**src/rtl/mem_port_arbiter.sv**
```systemverilog
// mem_port_arbiter: shares one single-port memory between instruction fetch
// and load/store. Data has priority; a run counter guarantees fetch progress.
// Reads are sequenced through the fixed memory latency and returned to the
// requester that issued them; writes complete in their grant cycle.
module mem_port_arbiter #(
    parameter int ADDR_W       = 8,
    parameter int DATA_W       = 8,
    parameter int MEM_LAT      = 1,
    parameter int MAX_DATA_RUN = 4
) (
    input  logic              clk,
    input  logic              reset,
    input  logic              if_req,
    input  logic [ADDR_W-1:0] if_addr,
    output logic              if_gnt,
    output logic              if_rvalid,
    output logic [DATA_W-1:0] if_rdata,
    input  logic              dm_req,
    input  logic              dm_we,
    input  logic [ADDR_W-1:0] dm_addr,
    input  logic [DATA_W-1:0] dm_wdata,
    output logic              dm_gnt,
    output logic              dm_rvalid,
    output logic [DATA_W-1:0] dm_rdata,
    output logic              mem_en,
    output logic              mem_we,
    output logic [ADDR_W-1:0] mem_addr,
    output logic [DATA_W-1:0] mem_wdata,
    input  logic [DATA_W-1:0] mem_rdata,
    output logic              stall
);

    typedef enum logic {IDLE, RD_WAIT} state_t;

    localparam logic [2:0] LP_LAT     = 3'(MEM_LAT);
    localparam logic [3:0] LP_MAX_RUN = 4'(MAX_DATA_RUN);
    localparam logic       OWN_IF     = 1'b0;
    localparam logic       OWN_DM     = 1'b1;

    state_t              r_state;
    state_t              w_state_nxt;
    logic [2:0]          r_cnt;
    logic                r_owner;
    logic [3:0]          r_data_run;
    logic                r_if_rvalid;
    logic                r_dm_rvalid;
    logic [DATA_W-1:0]   r_if_rdata;
    logic [DATA_W-1:0]   r_dm_rdata;

    logic                w_idle;
    logic                w_fetch_prio;
    logic                w_gnt_if;
    logic                w_gnt_dm;
    logic                w_rd_gnt;
    logic                w_last;

    // Arbitration: grants only in IDLE and never while reset is asserted
    assign w_idle       = (r_state == IDLE) && !reset;
    assign w_fetch_prio = if_req && dm_req && (r_data_run == LP_MAX_RUN);
    assign w_gnt_dm     = w_idle && dm_req && !w_fetch_prio;
    assign w_gnt_if     = w_idle && if_req && !w_gnt_dm;
    assign w_rd_gnt     = w_gnt_if || (w_gnt_dm && !dm_we);
    assign w_last       = (r_cnt == 3'd1);

    // State register
    always_ff @(posedge clk or posedge reset) begin
        if (reset) r_state <= IDLE;
        else       r_state <= w_state_nxt;
    end

    // Next-state: enter RD_WAIT on a read grant, leave when the data arrives
    always_comb begin
        w_state_nxt = r_state;
        case (r_state)
            IDLE:    if (w_rd_gnt) w_state_nxt = RD_WAIT;
            RD_WAIT: if (w_last)   w_state_nxt = IDLE;
            default: w_state_nxt = IDLE;
        endcase
    end

    // Outputs: grants and memory strobes driven from the winning requester
    always_comb begin
        if_gnt    = w_gnt_if;
        dm_gnt    = w_gnt_dm;
        mem_en    = w_gnt_if || w_gnt_dm;
        mem_we    = w_gnt_dm && dm_we;
        mem_addr  = '0;
        mem_wdata = '0;
        if (w_gnt_dm) begin
            mem_addr  = dm_addr;
            mem_wdata = dm_wdata;
        end else if (w_gnt_if) begin
            mem_addr  = if_addr;
        end
        stall = (if_req && !w_gnt_if) || (dm_req && !w_gnt_dm);
    end

    // Read sequencing, response capture and the data-run fairness counter
    always_ff @(posedge clk or posedge reset) begin
        if (reset) begin
            r_cnt       <= '0;
            r_owner     <= OWN_IF;
            r_data_run  <= '0;
            r_if_rvalid <= 1'b0;
            r_dm_rvalid <= 1'b0;
            r_if_rdata  <= '0;
            r_dm_rdata  <= '0;
        end else begin
            r_if_rvalid <= 1'b0;
            r_dm_rvalid <= 1'b0;
            if (r_state == IDLE) begin
                if (w_rd_gnt) begin
                    r_cnt   <= LP_LAT;
                    r_owner <= w_gnt_dm ? OWN_DM : OWN_IF;
                end
                if (w_gnt_if || !if_req) begin
                    r_data_run <= '0;
                end else if (w_gnt_dm && (r_data_run != LP_MAX_RUN)) begin
                    r_data_run <= r_data_run + 4'd1;
                end
            end else begin
                r_cnt <= r_cnt - 3'd1;
                if (w_last) begin
                    if (r_owner == OWN_DM) begin
                        r_dm_rdata  <= mem_rdata;
                        r_dm_rvalid <= 1'b1;
                    end else begin
                        r_if_rdata  <= mem_rdata;
                        r_if_rvalid <= 1'b1;
                    end
                end
            end
        end
    end

    assign if_rvalid = r_if_rvalid;
    assign dm_rvalid = r_dm_rvalid;
    assign if_rdata  = r_if_rdata;
    assign dm_rdata  = r_dm_rdata;

endmodule

```
**config.mk**
```make
export PLATFORM = sky130hd
export DESIGN_NAME = mem_port_arbiter
export DESIGN_NICKNAME = d
export VERILOG_FILES = /design/src/rtl/mem_port_arbiter.sv
export SDC_FILE = /design/constraint.sdc
export NUM_CORES = 1
export LEC_CHECK = 0
export ABC_AREA = 1
export CORE_UTILIZATION = 42
export DETAILED_ROUTE_END_ITERATION = 6
export HOLD_SLACK_MARGIN = 0.12
export PLACE_DENSITY = 0.85
export SLEW_MARGIN = 20
export SYNTH_ARGS = -nofsm -noshare
export SYNTH_HDL_FRONTEND = slang
export SYNTH_SLANG_ARGS = --single-unit
```
**constraint.sdc**
```tcl
create_clock -name clk -period 5.1 [get_ports clk]
set_input_delay 1.02 -clock clk [delete_from_list [all_inputs] [get_ports clk]]
set_output_delay 1.02 -clock clk [all_outputs]
set_load 0.02 [all_outputs]
```
==> results.toml <==
[sta]
fin_skew_ps = 10.8
hold_viol = 0
setup_violations = 0
fmax_ghz = 0.259
layout_min_cycle_time_ps = 3860
max_slew.worst_pin.slew_ps = 331
fin_crit_sh = 0.758
worst_slack_ps = 1240
rsz0062_at_grt = "false"
drv_slew = 0
tns_ps = 0
max_slew_margin = 0.780

[floorplanning]
core_area_mm2 = 0.00315
start_util = 0.458
rows = 20
top_level_ports = 76
fp.dieW_um = 60.6
die_h_um = 60.6
dieArea_mm2 = 0.00368

[route]
firstDrtPassIters = 4
wirelength_um = 3370
first_iter_violations = 33
antenna_left = 0
drc = 0
wl_per_cell_um = 11.2
vias_per_cell = 4.51
via_count = 1358

[synth]
synthTopCellsByCount = "nand2_1, inv_1, dfrtp_1"
synth_most_common_cell = "nand2_1"
postSynthCellCount = 180
synth_area_mm2 = 0.00144
synth_cell_types = 24
synth_seq_area_share = 0.468
synth_fp_nets = 221
synth_top_cell_area_share = 0.468
synth_top_area_cell = "dfrtp_1"
ys_top_cells_by_area = "dfrtp_1, nand2_1, inv_1"
synth_ff_type = "dfrtp_1"
synthArstFlopShare = 1.00
yosysWarnings = 0
ys_ff_latch = 27
syn_area_per_cell_um2 = 8.02
synth-edff-count = 0

[placed_design]
dpl_worst_slack_ps = 1230
gp_congestion = 0.748
io_buffers = 75
placed_area_mm2 = 0.00224
place_hpwl_um = 2780

[cts]
holdBufCountCts = 0
cts_buffers = 3
clk_latency_ps = 320
clk_pin_slew_ps = 140
cts_num_sinks = 27
ctsResizeCount = 0
cts_setup_buffers = 0
cts_max_level = 1
root_buffer = "clkbuf_4"
cts_tree = "built"
cts_buffer_depth = 2

[worst_setup_path]
cp_max_fo = 10
endpoint_kind = "primary output"
critPathKind = "input pin to primary output"
slowest_delay_ps = 610
path_cells = "clkdlybuf4s50_1 > nand2_2 > clkinv_2 > nand2_4 > nand2_8 > nand2_4 > clkinv_4 > nand2_1 > nand2_1 > clkdlybuf4s50_1"
start_kind = "input pin"
crit_arrival_ps = 2840
crit_slowest_cell = "clkdlybuf4s50_1"
worst_ep_required_time_ps = 4080

[finish]
final_layout_size_suffix_gt1_frac = 0.0934
multi_input_area_um2 = 596
layout.nets = 299
seqCellArea_um2 = 676
fill_cells = 242
syn_to_final_growth_pct = 56.9
stdcell_area_mm2 = 0.00227
n_antenna_cell = 0
fin_util = 0.719

[global_route]
antenna_found_initial = 0
grt_pass1_vias = 1212
grt_pass1_wl_um = 5310
grt.overflow.total = 0
grt_max_degree = 28
grt_util_all_layers = 0.194

[power_and_ir_drop]
p_leak_nw = 1.14
vdd_drop_max_mv = 0.332
pwr-share-comb = 0.554
p_clk_frac = 0.088
power_switching_uw = 417
switching_share = 0.413
p_int_uw = 592
power_density_mw_per_mm2 = 445
power_frac_seq = 0.358

[hold_path]
hp-class = "flop to flop"

[job]
cap_violations = 0

[run_status]
status = "completed"
cell type report:
| cell class | instances | share of cell area |
|---|---|---|
| clock buffer | 3 | 0.00994 |
| multi-input combinational | 112 | 0.263 |
| tap | 44 | 0.0243 |
| sequential | 27 | 0.298 |
| timing repair buffer | 76 | 0.335 |
| clock inverter | 1 | 0.00331 |
| inverter | 38 | 0.0668 |
cell usage in the layout, fill, tap and decap left out:
cell             netlist  final
clkdlybuf4s50_1        0     75
nand2_1               51     51
inv_1                 33     33
dfrtp_1               27     27
o21ai_1               16     16
nor2_1                12     12
nand3_1                6      6
nand2_4                4      4
a21oi_1                4      4
ha_1                   4      4
nand2_2                3      3
xor2_1                 3      3
clkbuf_4               0      3
inv_2                  2      2
o21ai_0                2      2
o21ai_2                2      2
nor2_8                 1      1
clkinv_2               1      1
nand2_8                1      1
or2_2                  1      1
nor2_2                 1      1
inv_4                  1      1
clkinv_4               1      1
a21oi_2                1      1
clkinvlp_4             0      1
buf_4                  0      1
logic make-up after synthesis:
| kind of cell | share of synthesized area |
|---|---|
| adder cells (fa/ha/maj) | 0.0347 |
| XOR/XNOR | 0.0182 |
| AND/OR/NAND/NOR | 0.265 |
| flip-flops | 0.468 |
| AO/OA/AOI/OAI | 0.0945 |
| buffers and inverters | 0.120 |
worst max-delay path, delay by kind of cell:
| family | cells | cell delay (ps) |
|---|---|---|
| simple gates | 6 | 450 |
| buf+inv | 4 | 1370 |
power by group through the flow:
stage | clock (mW) | sequential, mW | combinational (mW)
6_report | 0.0888 | 0.361 | 0.560
5_1_grt | 0.102 | 0.376 | 0.619
4_1_cts | 0.0933 | 0.362 | 0.567
3_5_place_dp | 0 | 0.363 | 0.567
3_3_place_gp | 0 | 0.363 | 0.556
2_1_floorplan | 0 | 0.441 | 0.237
layer usage:
metal | track usage | routed length, um | part of all wire
met5 | 0 | 0 | 0
met4 | 0.0584 | 45 | 0.013
met3 | 0.0682 | 474 | 0.14
met2 | 0.333 | 1500 | 0.44
met1 | 0.231 | 1360 | 0.40
per-stage QoR:
stage,instances,total power [mW],hold slack [ps]
after floorplan,180,0.678,469
after global placement,297,0.919,471
after detailed placement,297,0.929,482
after CTS,301,1.02,517
after global routing,301,1.10,544
final,301,1.01,514
sequential cells by signal (all words and copies together) (netlist names):
name and count:
dm_rdata 8, dm_rvalid 1, if_rdata 8, if_rvalid 1, r_cnt 3, r_data_run 4, r_owner 1, r_state 1
final timing paths:
kind	start	end	slack [ps]	cells past startpoint
worst min register to register	dm_rdata[6]$_DFFE_PP0P_	dm_rdata[6]$_DFFE_PP0P_	510	2
worst max register to register	r_data_run[0]$_DFFE_PP0P_	r_cnt[0]$_DFFE_PP0P_	3660	10
min in group asynchronous	reset	dm_rdata[7]$_DFFE_PP0P_	1130	3
max in group asynchronous	reset	if_rdata[7]$_DFFE_PP0P_	3720	3
worst max-delay path	if_req	mem_addr[6]	1240	10
worst min-delay path	dm_rdata[6]$_DFFE_PP0P_	dm_rdata[6]$_DFFE_PP0P_	510	2
No activity file was read; power rests on OpenSTA's default activity.
